`src/rtl/opora_load_ctrl_pkg.sv`:
```
// Shared constants, FSM encoding and error codes for the reference-coefficient loader.
package opora_load_ctrl_pkg;

  localparam int OPORA_N        = 4;
  localparam int OPORA_MULT_N   = 25;
  localparam int NUM_OPORA      = OPORA_N * OPORA_MULT_N;
  localparam int OPORA_HOLD_TMO = 1023;

  typedef enum logic [2:0] {
    ST_IDLE  = 3'd0,
    ST_HOLD  = 3'd1,
    ST_LOAD  = 3'd2,
    ST_CHECK = 3'd3,
    ST_DONE  = 3'd4,
    ST_ERR   = 3'd5
  } opora_state_e;

  localparam logic [1:0] ERR_NONE     = 2'd0;
  localparam logic [1:0] ERR_CHKSUM   = 2'd1;
  localparam logic [1:0] ERR_HOLD_TMO = 2'd2;
  localparam logic [1:0] ERR_STRAY    = 2'd3;

endpackage

```
`src/rtl/opora_load_ctrl_addr_gen.sv`:
```
// Block addressing for coefficient writes: word-in-block counter, block pointer,
// and a registered one-hot write enable (one cycle after the accepted word).
module opora_addr_gen
  import opora_load_ctrl_pkg::*;
#(
  parameter int N      = OPORA_N,
  parameter int MULT_N = OPORA_MULT_N
) (
  input  logic         clke,
  input  logic         rst_n,
  input  logic         clr_i,
  input  logic         adv_i,
  output logic [N-1:0] koef_en_o,
  output logic         last_o
);

  localparam int CW = (MULT_N > 1) ? $clog2(MULT_N) : 1;
  localparam int PW = (N > 1) ? $clog2(N) : 1;

  logic [CW-1:0] cnt_q, cnt_d;
  logic [PW-1:0] ptr_q, ptr_d;
  logic [N-1:0]  en_q, en_d;
  logic          blk_end;

  assign blk_end = (cnt_q == CW'(MULT_N - 1));
  assign last_o  = blk_end && (ptr_q == PW'(N - 1));

  always_comb begin
    cnt_d = cnt_q;
    ptr_d = ptr_q;
    en_d  = '0;
    if (clr_i) begin
      cnt_d = '0;
      ptr_d = '0;
    end else if (adv_i) begin
      en_d[ptr_q] = 1'b1;
      if (blk_end) begin
        cnt_d = '0;
        ptr_d = ptr_q + 1'b1;
      end else begin
        cnt_d = cnt_q + 1'b1;
      end
    end
  end

  always_ff @(posedge clke) begin
    if (!rst_n) begin
      cnt_q <= '0;
      ptr_q <= '0;
      en_q  <= '0;
    end else begin
      cnt_q <= cnt_d;
      ptr_q <= ptr_d;
      en_q  <= en_d;
    end
  end

  assign koef_en_o = en_q;

endmodule

```
`src/rtl/opora_load_ctrl.sv`:
```
// Loads a reference frame of N*MULT_N coefficients into the convolution blocks while
// the datapath is frozen, then verifies a trailing 16-bit checksum word.
//   state | meaning
//   IDLE  | no frame since reset
//   HOLD  | hold_req raised, waiting for hold_ack (bounded by HOLD_TMO)
//   LOAD  | forwarding words to the block selected by the address generator
//   CHECK | next word is the checksum
//   DONE  | reference valid
//   ERR   | load_err holds the failure code until the next frame_start
module opora_load_ctrl
  import opora_load_ctrl_pkg::*;
#(
  parameter int N        = OPORA_N,
  parameter int MULT_N   = OPORA_MULT_N,
  parameter int HOLD_TMO = OPORA_HOLD_TMO
) (
  input  logic         clke,
  input  logic         rst_n,
  input  logic         frame_start,
  input  logic         opora_en,
  input  logic [15:0]  OPORA,
  input  logic         hold_ack,
  output logic         hold_req,
  output logic [N-1:0] koef_en,
  output logic [15:0]  KOEF_OUT,
  output logic         load_done,
  output logic [1:0]   load_err
);

  localparam int TW = (HOLD_TMO > 0) ? $clog2(HOLD_TMO + 1) : 1;

  opora_state_e  state_q, state_d;
  logic [1:0]    err_q, err_d;
  logic [15:0]   chk_q, chk_d;
  logic [15:0]   koef_q, koef_d;
  logic [TW-1:0] tmo_q, tmo_d;
  logic          clr, adv, last_word;

  always_comb begin
    state_d = state_q;
    err_d   = err_q;
    chk_d   = chk_q;
    koef_d  = koef_q;
    tmo_d   = tmo_q;
    clr     = 1'b0;
    adv     = 1'b0;
    // frame_start overrides everything, including a coincident word
    if (frame_start) begin
      state_d = ST_HOLD;
      err_d   = ERR_NONE;
      chk_d   = '0;
      tmo_d   = TW'(HOLD_TMO);
      clr     = 1'b1;
    end else begin
      case (state_q)
        ST_HOLD: begin
          if (hold_ack) begin
            state_d = ST_LOAD;
          end else if (tmo_q == '0) begin
            state_d = ST_ERR;
            err_d   = ERR_HOLD_TMO;
          end else begin
            tmo_d = tmo_q - 1'b1;
          end
        end
        ST_LOAD: begin
          if (!hold_ack) begin
            state_d = ST_ERR;
            err_d   = ERR_HOLD_TMO;
          end else if (opora_en) begin
            adv    = 1'b1;
            koef_d = OPORA;
            chk_d  = chk_q + OPORA;
            if (last_word) state_d = ST_CHECK;
          end
        end
        ST_CHECK: begin
          if (!hold_ack) begin
            state_d = ST_ERR;
            err_d   = ERR_HOLD_TMO;
          end else if (opora_en) begin
            if (OPORA == chk_q) begin
              state_d = ST_DONE;
            end else begin
              state_d = ST_ERR;
              err_d   = ERR_CHKSUM;
            end
          end
        end
        ST_DONE: begin
          if (opora_en) begin
            state_d = ST_ERR;
            err_d   = ERR_STRAY;
          end
        end
        default: ;
      endcase
    end
  end

  always_ff @(posedge clke) begin
    if (!rst_n) begin
      state_q <= ST_IDLE;
      err_q   <= ERR_NONE;
      chk_q   <= '0;
      koef_q  <= '0;
      tmo_q   <= '0;
    end else begin
      state_q <= state_d;
      err_q   <= err_d;
      chk_q   <= chk_d;
      koef_q  <= koef_d;
      tmo_q   <= tmo_d;
    end
  end

  opora_addr_gen #(
    .N      (N),
    .MULT_N (MULT_N)
  ) u_addr_gen (
    .clke      (clke),
    .rst_n     (rst_n),
    .clr_i     (clr),
    .adv_i     (adv),
    .koef_en_o (koef_en),
    .last_o    (last_word)
  );

  assign hold_req  = (state_q == ST_HOLD) || (state_q == ST_LOAD) || (state_q == ST_CHECK);
  assign load_done = (state_q == ST_DONE);
  assign load_err  = err_q;
  assign KOEF_OUT  = koef_q;

endmodule

```
`config.mk`:
```
export PLATFORM = sky130hd
export DESIGN_NAME = opora_load_ctrl
export DESIGN_NICKNAME = d
export VERILOG_FILES = /design/src/rtl/opora_load_ctrl_pkg.sv /design/src/rtl/opora_load_ctrl_addr_gen.sv /design/src/rtl/opora_load_ctrl.sv
export SDC_FILE = /design/constraint.sdc
export NUM_CORES = 1
export LEC_CHECK = 0
export BUFFER_PORTS_ARGS = -buffer_cell sky130_fd_sc_hd__buf_4
export CORE_MARGIN = 2
export CORE_UTILIZATION = 45
export CTS_CLUSTER_DIAMETER = 80
export DETAILED_ROUTE_END_ITERATION = 7
export PLACE_DENSITY = 0.75
export SLEW_MARGIN = 40
export SYNTH_ARGS = -nofsm -noshare
export SYNTH_HDL_FRONTEND = slang
export SYNTH_SLANG_ARGS = --single-unit
```
`constraint.sdc`:
```
create_clock -name clke -period 3.49 [get_ports clke]
set_clock_uncertainty 0.05 [all_clocks]
set_input_delay 0.5235 -clock clke [delete_from_list [all_inputs] [get_ports clke]]
set_output_delay 0.5235 -clock clke [all_outputs]
set_load 0.1 [all_outputs]
```
# --- Word level (Yosys, flattened, before mapping) ---
# Cells that the tools add are included.
# W data, S select, Z words.
classes:
  n_addsub: 4
  magnitude_cmp: 2
  eq_ne: 23
  muxes: 31
  bitwise: 3
  reduce_logical: 18
ops:
  columns: ["cell", "n"]
  rows:
  - ["$mux W10", 4]
  - ["$mux W3", 8]
  - ["$ne A3 B3 Y1 const B", 6]
  - ["$add A16 B16 Y16", 1]
  - ["$eq A16 B16 Y1", 1]
  - ["$ne A4 B4 Y1 const B", 4]
  - ["$mux W2", 7]
  - ["$ne A2 B2 Y1 const B", 6]
  - ["$pmux W3 S4", 1]
  - ["$reduce_and A6 Y1", 2]
  - ["$logic_not A10 Y1", 1]
  - ["$sub A10 B1 Y10 const B", 1]
  - ["$mux W1", 8]
  - ["$pmux W2 S4", 1]
  - ["$reduce_and A7 Y1", 1]
  - ["$eq A3 B2 Y1 const B", 2]
  - ["$reduce_and A3 Y1", 2]
  - ["$add A5 B1 Y5 const B", 1]
  - ["$eq A5 B5 Y1 const B", 1]
  - ["$mux W5", 1]
  - ["$reduce_bool A5 Y1", 1]
  - ["$reduce_and A4 Y1", 1]
  - ["$reduce_bool A4 Y1", 1]
  - ["$reduce_or A2 Y1", 2]
  - ["13 further kinds", 17]
totals:
  ff_bits: 58
  in_bits: 21
  out_inout_bits: 24
  elab_cells: 90

# --- Longest topological paths before layout ---
# Gate-level depths: netlist (run 1).
depth:
  depth_word: 7
  depth_mapped: 8
  depth_no_buf: 8

# --- By module ---
# Synthesis (run 1) repeated with hierarchy kept, for this count alone.
hier_totals:
  cells_unflattened: 395
  area_unflattened_um2: 3273.1
modules_own_cells:
  columns: ["mod", "instances", "cells_per_inst", "area_each_um2", "seq_area_each_um2"]
  rows:
  - ["opora_load_ctrl", 1, 340, 2753.9, 940.9]
  - ["opora_addr_gen", 1, 55, 519.2, 220.2]

# --- Worst setup path after synthesis (run 1) ---
# OpenSTA, ideal clock, no wires.
synth_timing:
  kind: "register -> output"
  start: "register state_q[2]"
  end: "output port load_done"
  arrival_time_ns: 2.874
  required_time_ns: 2.917
  setup_slack_ns: 0.043
  stages_incl_launch_ff: 4
  n_path_buf: 1
  cell_sequence: "dfxtp_1 -> clkbuf_1 -> inv_1 -> nor3_1"
synth_via:
  elab_chain_cells: 1
synth_lines:
  columns: ["item", "line_no", "text"]
  rows:
  - ["from (decl)", "opora_load_ctrl.sv:32", "opora_state_e state_q, state_d;"]
  - ["from (signal assigned)", "opora_load_ctrl.sv:109", "state_q <= state_d;"]
  - ["$eq A3 B3 Y1", "opora_load_ctrl.sv:130", "assign load_done = (state_q == ST_DONE);"]
  - ["to (decl)", "opora_load_ctrl.sv:26", "output logic load_done,"]
# Every way passes these cells.

# --- Worst setup path in the final report (run 1) ---
layout_timing:
  start: "input port OPORA[0]"
  end: "register chk_q[12]"
layout_via:
  elab_chain_cells: 1
layout_lines:
  columns: ["item", "line_no", "text"]
  rows:
  - ["from (decl)", "opora_load_ctrl.sv:21", "input logic [15:0] OPORA,"]
  - ["$add A16 B16 Y16", "opora_load_ctrl.sv:73", "chk_d = chk_q + OPORA;"]
  - ["to (signal assigned)", "opora_load_ctrl.sv:111", "chk_q <= chk_d;"]
  - ["to (decl)", "opora_load_ctrl.sv:34", "logic [15:0] chk_q, chk_d;"]
# Every way passes these cells.
# A chain may end at the register's enable or synchronous reset.

==> metrics.md, run 1 <==
| Metric | Value |
|---|---|
| Slew @ Worst Pin | `around 0.73 ns` |
| CP required | `about 3.7 ns` |
| Number of max-cap violations | `0` |
| Synth Area in Adders | `a little under a tenth` |
| FF/Latch Area | `about 1200 um^2` |
| Vias per cell | `5.377` |
| Die width | `around 89 um` |
| Hold_buf cts | `0` |
| Post-synthesis mux area share | `under 10%` |
| Clk sinks | `58` |
| Port bufs | `44` |
| Pin count of the biggest net entering global routing | `23` |
| Ports | `45` |
| Switching power | `around 370 uW` |
| Worst hold slack | `0.3955 ns` |
| Commonest non-fill, non-tap cell in the layout | `nand2_1` |
| Met1 global-route usage | `around a quarter` |
| Vias | `2839` |
| Net Sw Frac | `25.99%` |
| Pre-CTS setup slack | `between 0.8 and 0.9 ns` |
| Combinational share of power | `between 10% and 20%` |
| Ant diodes | `0` |
| Area grow syn2layout | `18.03%` |
| Data arrival, critical path | `2.49 ns` |
| Startpoint Class | `input port` |
| RSZ-0062 raised after global routing | `no` |
| # DRC | `0` |
| NumNets Final | `476` |
| Post-synth EDFFs | `0` |
| Leak | `1.494 nW` |
| Fillers | `about 650` |
| Most Crowded Layer GR | `met2` |
| Post-route ant nets | `0` |
| Slew Limit Fails | `0` |
| Final Hold Viols | `0` |
| PD cells | `around 370 nW/um^2` |
| PostCTS Resize Cnt | `0` |
| Worst reg2reg setup slack | `roughly 1.2 ns` |
| Flop and latch count out of synthesis | `58` |
| Full die area | `7864 um^2` |
| Total gr overflow | `0` |
| IR drop worst, VDD | `about 0.00018 V` |
| Syn nets | `roughly 440` |
| Layout cell share with drive strength beyond 1 | `roughly 17%` |
| TritonCTS buffer count | `9` |
| Post-CTS setup buffer count | `0` |
| CP Max Fanout | `3` |
| Int Pwr | `around 1.0 mW` |
| GRT Total Usage | `19.48%` |
| Final RePlAce weighted congestion | `roughly 0.85` |
| XOR/XNOR share of the synthesized area | `between 6 and 7%` |
| Initial Util | `46.98%` |
| CTS max path bufs | `2` |
| DRT iter0 DRCs | `about 160` |
| CTS tree | `done` |
| Core area | `6869 um^2` |
| Initial antenna violation count | `0` |
| Worst-path clk slew | `approximately 0.06 ns` |
| DRT Wirelength | `between 7000 and 8000 um` |
| Cell variety after synth | `between 50 and 60` |
| Synth Area in Compound Gates | `20.36%` |
| Final setup vio count | `0` |
| Crit path kind | `in2reg` |
| Final worst-path cycle share | `about two thirds` |
| Worst setup EP type | `register` |
| # rows | `30` |
| Fmax | `roughly 440 MHz` |
| Hpwl dp | `5170 um` |
| Root Driver | `clkbuf_8` |
| FFs w/ async S/R, synth | `0%` |
| DRT Pass-1 Iters | `4` |
| DR WL/cell | `between 10 and 15 um` |
| Total power | `between 1 and 1.5 mW` |
| Worst slew margin | `about 52%` |
| Final WS setup | `between 1 and 1.5 ns` |
| Synth warn | `0` |
| Met3 Use GR | `4.664%` |
| Seq/Total Area, Yosys | `between 30% and 40%` |
| Top_reg_cell synth | `dfxtp_1` |
| Fin Setup TNS | `0 ns` |
| Worst-skew pair later-pin latency | `about 0.33 ns` |
| Largest family of logic cells by synthesized area | `simple AND/OR/NAND/NOR gates` |
| Hold crit path type | `in2reg` |
| Mapped Area | `around 3200 um^2` |
| Outcome | `finished clean` |
| Global-route met2 utilization | `30.87%` |
| Clock power frac | `38.4%` |
| Syn Area/Cell | `a little over 8 um^2` |
| Synth Area in Simple Gates | `22.33%` |
| Mapped Cells | `between 300 and 400` |
| Most frequent cells in the layout | `nand2_1, dfxtp_1, a21oi_1` |
| Fin crit period | `2.274 ns` |
| CTS H-tree lvls | `3` |
| Seq pwr share | `49.2%` |
| Die H | `88.68 um` |
| Vias in the first global route | `about 2.6k` |
| First-pass GRT wire length | `roughly 12000 um` |
| Footprint of the multi-input gates | `~1900 um^2` |
stage by stage:
step           area, um^2  instances  util [%]
3_3_place_gp         3641        516     53.01
3_5_place_dp         3643        516     53.04
4_1_cts              3809        528     55.45
6_report             3809        528     55.45
2_1_floorplan        3227        390         -
5_1_grt              3809        528     55.45
path summary, 6_finish.rpt:
path,startpoint,cells past startpoint,end
worst min-delay path,OPORA[6],3,KOEF_OUT[6]
worst max register to register,chk_q[0],8,chk_q[12]
worst min register to register,KOEF_OUT[11],2,KOEF_OUT[11]
worst max-delay path,OPORA[0],9,chk_q[12]
power groups by stage:
stage,sequential [mW],clock (mW),combinational (mW)
6_report,0.692,0.540,0.173
2_1_floorplan,0.713,0,0.113
3_5_place_dp,0.706,0,0.172
3_3_place_gp,0.706,0,0.170
4_1_cts,0.692,0.552,0.174
5_1_grt,0.693,0.575,0.191
state kept, by name, summed over array words and instances, names as in the netlist:
name,count
tmo_q,10
u_addr_gen.koef_en_o,4
KOEF_OUT,16
chk_q,16
load_err,2
u_addr_gen.cnt_q,5
u_addr_gen.ptr_q,2
state_q,3
layout make-up:
type | instances | area share (%)
inverter | 16 | 1.610
sequential | 58 | 30.49
multi-input combinational | 298 | 50.95
tap | 96 | 3.154
timing repair buffer | 48 | 9.461
clock buffer | 12 | 4.336
critical path: stages:
cell      delay (ns)
buf_4           0.12
ha_1            0.23
fa_1            0.41
a21oi_1         0.24
o211ai_1        0.17
a41oi_1         0.36
nor2b_1         0.11
o21a_1          0.18
o211ai_1        0.15
routing by layer:
layer  share of wire (%)  routed length [um]
met1                  48                3405
met2                  45                3195
met3                 5.1                 366
met4                 2.1                 147
met5                   0                   0
logic make-up (layout without fill, tap and decap cells):
| kind of cell | after synthesis | count (layout) |
|---|---|---|
| adder cells (fa/ha/maj) | 24 | 24 |
| AND/OR/NAND/NOR | 144 | 144 |
| multiplexers | 4 | 4 |
| buffers and inverters | 34 | 76 |
| AO/OA/AOI/OAI | 103 | 103 |
| XOR/XNOR | 23 | 23 |
| flip-flops | 58 | 58 |
synth_stat cells, types with 3 or more instances:
cell,instances,area share (%)
a211oi_1,3,0.70
a21boi_1,3,0.70
a21oi_1,50,7.8
a31oi_1,5,0.97
and3_1,5,0.97
clkbuf_1,15,1.7
dfxtp_1,58,36
ha_1,23,8.9
inv_1,15,1.7
mux2i_1,4,1.2
nand2_1,71,8.3
nand2b_1,4,0.78
nand3_1,6,0.93
nand4_1,7,1.4
nor2_1,20,2.3
nor3_1,7,1.1
nor4_1,6,1.2
o211ai_1,6,1.4
o21a_1,3,0.70
o21ai_0,13,2.0
or3_1,3,0.58
xnor2_1,15,4.1
xor2_1,8,2.2
No activity file was read; power rests on OpenSTA's default activity.
==> run 2, diff against run 1 <==
==> constraint.sdc (replaced) <==
create_clock -name clke -period 2.1 [get_ports clke]
set_clock_uncertainty 0.05 [all_clocks]
set_input_delay 0.315 -clock clke [delete_from_list [all_inputs] [get_ports clke]]
set_output_delay 0.315 -clock clke [all_outputs]
set_load 0.1 [all_outputs]
==> run 2 against run 1 <==
The run now ends with setup timing left. Sequential share of layout area is 3.1 points lower. Flip-flop and latch count stayed put. Wire length is 17% higher. Power is 67% higher.
==> metrics.md, run 2 (same netlist as run 1, synthesis figures left out) <==
| Metric | Value |
|---|---|
| Worst-path clk slew | `~0.06 ns` |
| Fmax | `between 400 and 500 MHz` |
| Die width | `between 80 and 90 um` |
| Slew Limit Fails | `0` |
| RSZ-0062 raised after global routing | `yes` |
| NumNets Final | `517` |
| Hold crit path type | `in2reg` |
| Outcome | `finished, violations left` |
| Worst-skew pair later-pin latency | `about 0.35 ns` |
| # rows | `30` |
| Number of max-cap violations | `0` |
| Fin Setup TNS | `-0.01336 ns` |
| IR drop worst, VDD | `approximately 0.0004 V` |
| CTS tree | `done` |
| Ant diodes | `0` |
| Leak | `1.713 nW` |
| DRT Pass-1 Iters | `4` |
| CP Max Fanout | `3` |
| GRT Total Usage | `between 20% and 30%` |
| Fillers | `between 500 and 600` |
| DRT Wirelength | `between 8000 and 9000 um` |
| Pin count of the biggest net entering global routing | `23` |
| Final setup vio count | `1` |
| PD cells | `552.7 nW/um^2` |
| CP required | `between 2 and 2.5 ns` |
| Ports | `45` |
| TritonCTS buffer count | `9` |
| CTS max path bufs | `2` |
| Slew @ Worst Pin | `0.3729 ns` |
| Final Hold Viols | `0` |
| Commonest non-fill, non-tap cell in the layout | `buf_4` |
| Pre-CTS setup slack | `-0.3149 ns` |
| Final worst-path cycle share | `100.6%` |
| Final WS setup | `-0.01336 ns` |
| Violated checks | `setup timing` |
| Worst slew margin | `approximately three quarters` |
| DRT iter0 DRCs | `~160` |
| Fin crit period | `roughly 2.1 ns` |
| Initial antenna violation count | `0` |
| Final RePlAce weighted congestion | `slightly below 0.9` |
| # DRC | `0` |
| Most frequent cells in the layout | `buf_4, nand2_1, dfxtp_1` |
| Total gr overflow | `0` |
| Vias in the first global route | `2888` |
| Crit path kind | `reg2reg` |
| Clk sinks | `58` |
| Startpoint Class | `register` |
| Worst setup EP type | `register` |
| Root Driver | `clkbuf_8` |
| Vias | `just over 3k` |
| Initial Util | `between 40% and 50%` |
| CTS H-tree lvls | `3` |
| Area grow syn2layout | `31.60%` |
| Layout cell share with drive strength beyond 1 | `between 20 and 30%` |
| Full die area | `between 7000 and 8000 um^2` |
| Port bufs | `44` |
| Vias per cell | `around 5.4` |
| DR WL/cell | `between 10 and 15 um` |
| Hpwl dp | `5782 um` |
| Core area | `about 6900 um^2` |
| First-pass GRT wire length | `13190 um` |
| Post-route ant nets | `0` |
| Die H | `around 90 um` |
| Data arrival, critical path | `between 2 and 2.5 ns` |
run 2: final timing paths:
path,startpoint,end,slack (ns),depth (start not counted)
min reg2reg,KOEF_OUT[9],KOEF_OUT[9],0.40,2
min,OPORA[12],KOEF_OUT[12],0.17,3
max,chk_q[0],chk_q[10],-0.01,9
max reg2reg,chk_q[0],chk_q[10],-0.01,9
run 2: report_power, final:
part           internal, mW  total, mW  leakage [nW]  switching, mW
sequential             1.12       1.15         0.472         0.0266
combinational         0.154      0.361          1.16          0.206
clock                 0.413      0.837        0.0827          0.424
run 2: worst max-delay path: stages, from the launching register on:
cell	delay [ns]
dfxtp_2	0.33
ha_4	0.16
fa_2	0.40
a21oi_2	0.19
o211ai_1	0.15
a41oi_2	0.28
buf_4	0.17
xnor2_2	0.09
nand2_1	0.07
a21oi_1	0.14
run 2: stage by stage:
step	power (mW)	hold slack (ns)	instance area (um^2)	util, %	cells
CTS	2.337	0.1599	4094	59.60	567
finish	2.347	0.1712	4247	61.82	572
floorplan	1.375	0.3825	3242	-	390
global placement	1.500	0.3933	3926	57.16	552
detailed placement	1.508	0.3972	3926	57.16	552
global route	2.433	0.1700	4247	61.82	572
run 2: layout make-up:
cell class,instances,area [um^2],share of cell area [%]
multi-input combinational,298,2082,49.03
sequential,58,1164,27.40
timing repair buffer,89,668.1,15.73
clock buffer,11,131.4,3.094
tap,96,120.1,2.829
inverter,16,61.31,1.444
clock inverter,4,20.02,0.4714
run 2: routing by layer:
metal / up-vias / GRT usage, % / wire length (um)
met4: 0 / 9.780 / 143
met5: - / 0 / 0
met1: 1465 / 27.62 / 3728
met3: 12 / 4.944 / 469
li1: 1547 / - / -
met2: 73 / 34.94 / 3950
run 2: repair_timing:
action / CTS / global route
pin swaps: 1 / 13
resized for setup: 3 / 18
cloned: 0 / 0
setup endpoints to repair: 4 / 8
buffers inserted: 0 / 5
hold buffers: 0 / 0
==> run 3, diff against run 2 <==
--- a/config.mk
+++ b/config.mk
@@ -6,6 +6,7 @@
 export NUM_CORES = 1
 export LEC_CHECK = 0
 export BUFFER_PORTS_ARGS = -buffer_cell sky130_fd_sc_hd__buf_4
+export CORE_ASPECT_RATIO = 2
 export CORE_MARGIN = 2
 export CORE_UTILIZATION = 45
 export CTS_CLUSTER_DIAMETER = 80
==> run 3 against run 2 <==
The run now ends clean. Wire length increased by 5.9%. Final cell count decreased by 1.6%. Clock power increased by 65%. Via count increased by 0.71%. Die area increased by 0.53%. Design area increased by 3.5%. Fmax increased by 1.8%. Worst setup slack improved by 0.037 ns. Global-route usage increased by 0.62 points. Highest routed layer unchanged.
==> metrics.md, run 3 (same netlist as run 1, synthesis figures left out) <==
| Metric | Value |
|---|---|
| Outcome | `finished clean` |
| DRT Pass-1 Iters | `5` |
| Final WS setup | `approximately 0.024 ns` |
| DRT Wirelength | `between 8000 and 9000 um` |
| Initial Util | `a little under half` |
| Worst slew margin | `between 60% and 70%` |
| Combinational share of power | `about an eighth` |
| PD cells | `approximately 660 nW/um^2` |
| Seq pwr share | `around two fifths` |
| CP max-delay cell | `fa_2` |
| Post-route ant nets | `0` |
| Final setup vio count | `0` |
| Hold crit path type | `in2reg` |
| Leak | `roughly 1.8 nW` |
| FF/Latch Area | `1164 um^2` |
| Final Hold Viols | `0` |
| Worst setup EP type | `register` |
| Final RePlAce weighted congestion | `between 0.9 and 1` |
| Int Pwr | `about 2.2 mW` |
| IR drop worst, VDD | `0.0006247 V` |
| Slew @ Worst Pin | `0.5600 ns` |
| Ant diodes | `0` |
| Reg2reg start | `chk_q[0]` |
| Fin Setup TNS | `0 ns` |
| Most frequent cells in the layout | `buf_4, nand2_1, dfxtp_1` |
| Pre-CTS setup slack | `-0.2404 ns` |
| Hold Path End | `KOEF_OUT[9]` |
| CTS tree | `done` |
| Full die area | `approximately 7900 um^2` |
| CP max stage delay | `~0.40 ns` |
| RSZ-0062 raised after global routing | `yes` |
| Root Driver | `clkbuf_16` |
| # DRC | `0` |
| Clock power frac | `47.6%` |
| Data arrival, critical path | `2.23 ns` |
| Fillers | `560` |
| Footprint of the multi-input gates | `about 2100 um^2` |
| First-pass GRT wire length | `between 10000 and 15000 um` |
| Total gr overflow | `0` |
| Worst reg2reg setup slack | `about 0.024 ns` |
| Area grow syn2layout | `36.25%` |
| TritonCTS buffer count | `9` |
| Pin count of the biggest net entering global routing | `23` |
| Die width | `roughly 64 um` |
| Worst-skew pair later-pin latency | `0.33 ns` |
| NumNets Final | `513` |
| Switching power | `~730 uW` |
| Vias per cell | `between 5 and 6` |
| Vias | `slightly above 3k` |
| Vias in the first global route | `about 3k` |
| Ports | `45` |
| Fin crit period | `between 2 and 2.5 ns` |
| GRT Total Usage | `between 20% and 30%` |
| CP Max Fanout | `3` |
| Hold path depth | `3` |
| CTS H-tree lvls | `3` |
| Core area | `6940 um^2` |
| Die H | `between 100 and 150 um` |
| Number of max-cap violations | `0` |
| Initial antenna violation count | `0` |
| Worst hold slack | `approximately 0.19 ns` |
| CTS max path bufs | `2` |
| DR WL/cell | `around 16 um` |
| Worst-path clk slew | `0.05 ns` |
| Hold_buf cts | `0` |
| Port bufs | `44` |
| Finished Core Util | `between 60% and 70%` |
| Startpoint Class | `register` |
| Worst Hold Launch | `OPORA[9]` |
| Commonest non-fill, non-tap cell in the layout | `buf_4` |
| Layout cell share with drive strength beyond 1 | `29.18%` |
| Net Sw Frac | `25.25%` |
| Crit path kind | `reg2reg` |
| Crit path top cell by count | `o211ai_1` |
| R2R Path End | `chk_q[12]` |
| Slew Limit Fails | `0` |
| Worst path cell trace | `ha_4, fa_2, a21oi_2, o211ai_1, a41oi_1, buf_4, nor2b_4, o211ai_1, o211ai_1` |
| Final worst-path cycle share | `98.87%` |
| DRT iter0 DRCs | `115` |
| Worst Reg-to-Reg Cells | `9` |
| CP required | `2.26 ns` |
| # rows | `43` |
| Fmax | `slightly below 500 MHz` |
| Hpwl dp | `between 6000 and 7000 um` |
| Clk sinks | `58` |
run 3: changes by cell type in the layout (fill, tap and decap cells not counted), sizes merged:
cell,previous run,this run
buf,89,85
clkinv,5,3
clkbuf,11,14
run 3: timing repair:
action,4_1_cts,5_1_grt
setup endpoints to repair,5,11
buffers inserted,0,3
gates resized for setup,5,25
pin swaps,1,14
run 3: final cells by class:
cell class              instances  share of cell area, %
clock buffers                  14                  6.232
clock inverters                 2                 0.2277
inverters                      16                  1.394
multi-input cells             298                  48.32
flip-flops and latches         58                  26.47
well taps                      90                  2.561
repair buffers                 85                  14.80
run 3: critical path, delay by kind of cell, from the launching register on:
family | cells | cell delay (ns)
AO/OA/AOI/OAI | 5 | 0.79
adder cells (fa/ha/maj) | 2 | 0.56
flip-flops | 1 | 0.33
buffers and inverters | 1 | 0.17
AND/OR/NAND/NOR | 1 | 0.04
run 3: worst max-delay path by stage:
stage,start,to,slack (ns),cells after the start
after detailed placement,OPORA[0],chk_q[12],-0.24,10
after global placement,OPORA[0],chk_q[12],-0.17,10
after global routing,chk_q[0],chk_q[12],-0.12,9
after CTS,chk_q[4],chk_q[15],0.007,7
after floorplan,OPORA[0],chk_q[12],0.008,8
final,chk_q[0],chk_q[12],0.02,9
run 3: per-stage QoR:
step | instance area, um^2 | total power [mW] | instances
after floorplan | 3242 | 1.375 | 390
after global placement | 3916 | 1.503 | 544
after detailed placement | 3916 | 1.510 | 544
after CTS | 4228 | 2.891 | 560
after global routing | 4397 | 2.985 | 563
final | 4397 | 2.902 | 563
run 3: power by group through the flow:
stage	Sequential [mW]	Combinational, mW	Clock [mW]
2_1_floorplan	1.19	0.190	0
3_3_place_gp	1.17	0.334	0
3_5_place_dp	1.17	0.339	0
4_1_cts	1.15	0.346	1.39
5_1_grt	1.15	0.400	1.43
6_report	1.15	0.369	1.38
run 3: metal layers:
metal	GRT usage [%]	vias up	routed length, um
met5	0	-	0
met4	11.82	0	289
met3	4.155	26	397
met2	44.08	68	5038
met1	20.95	1492	3053
li1	-	1533	-
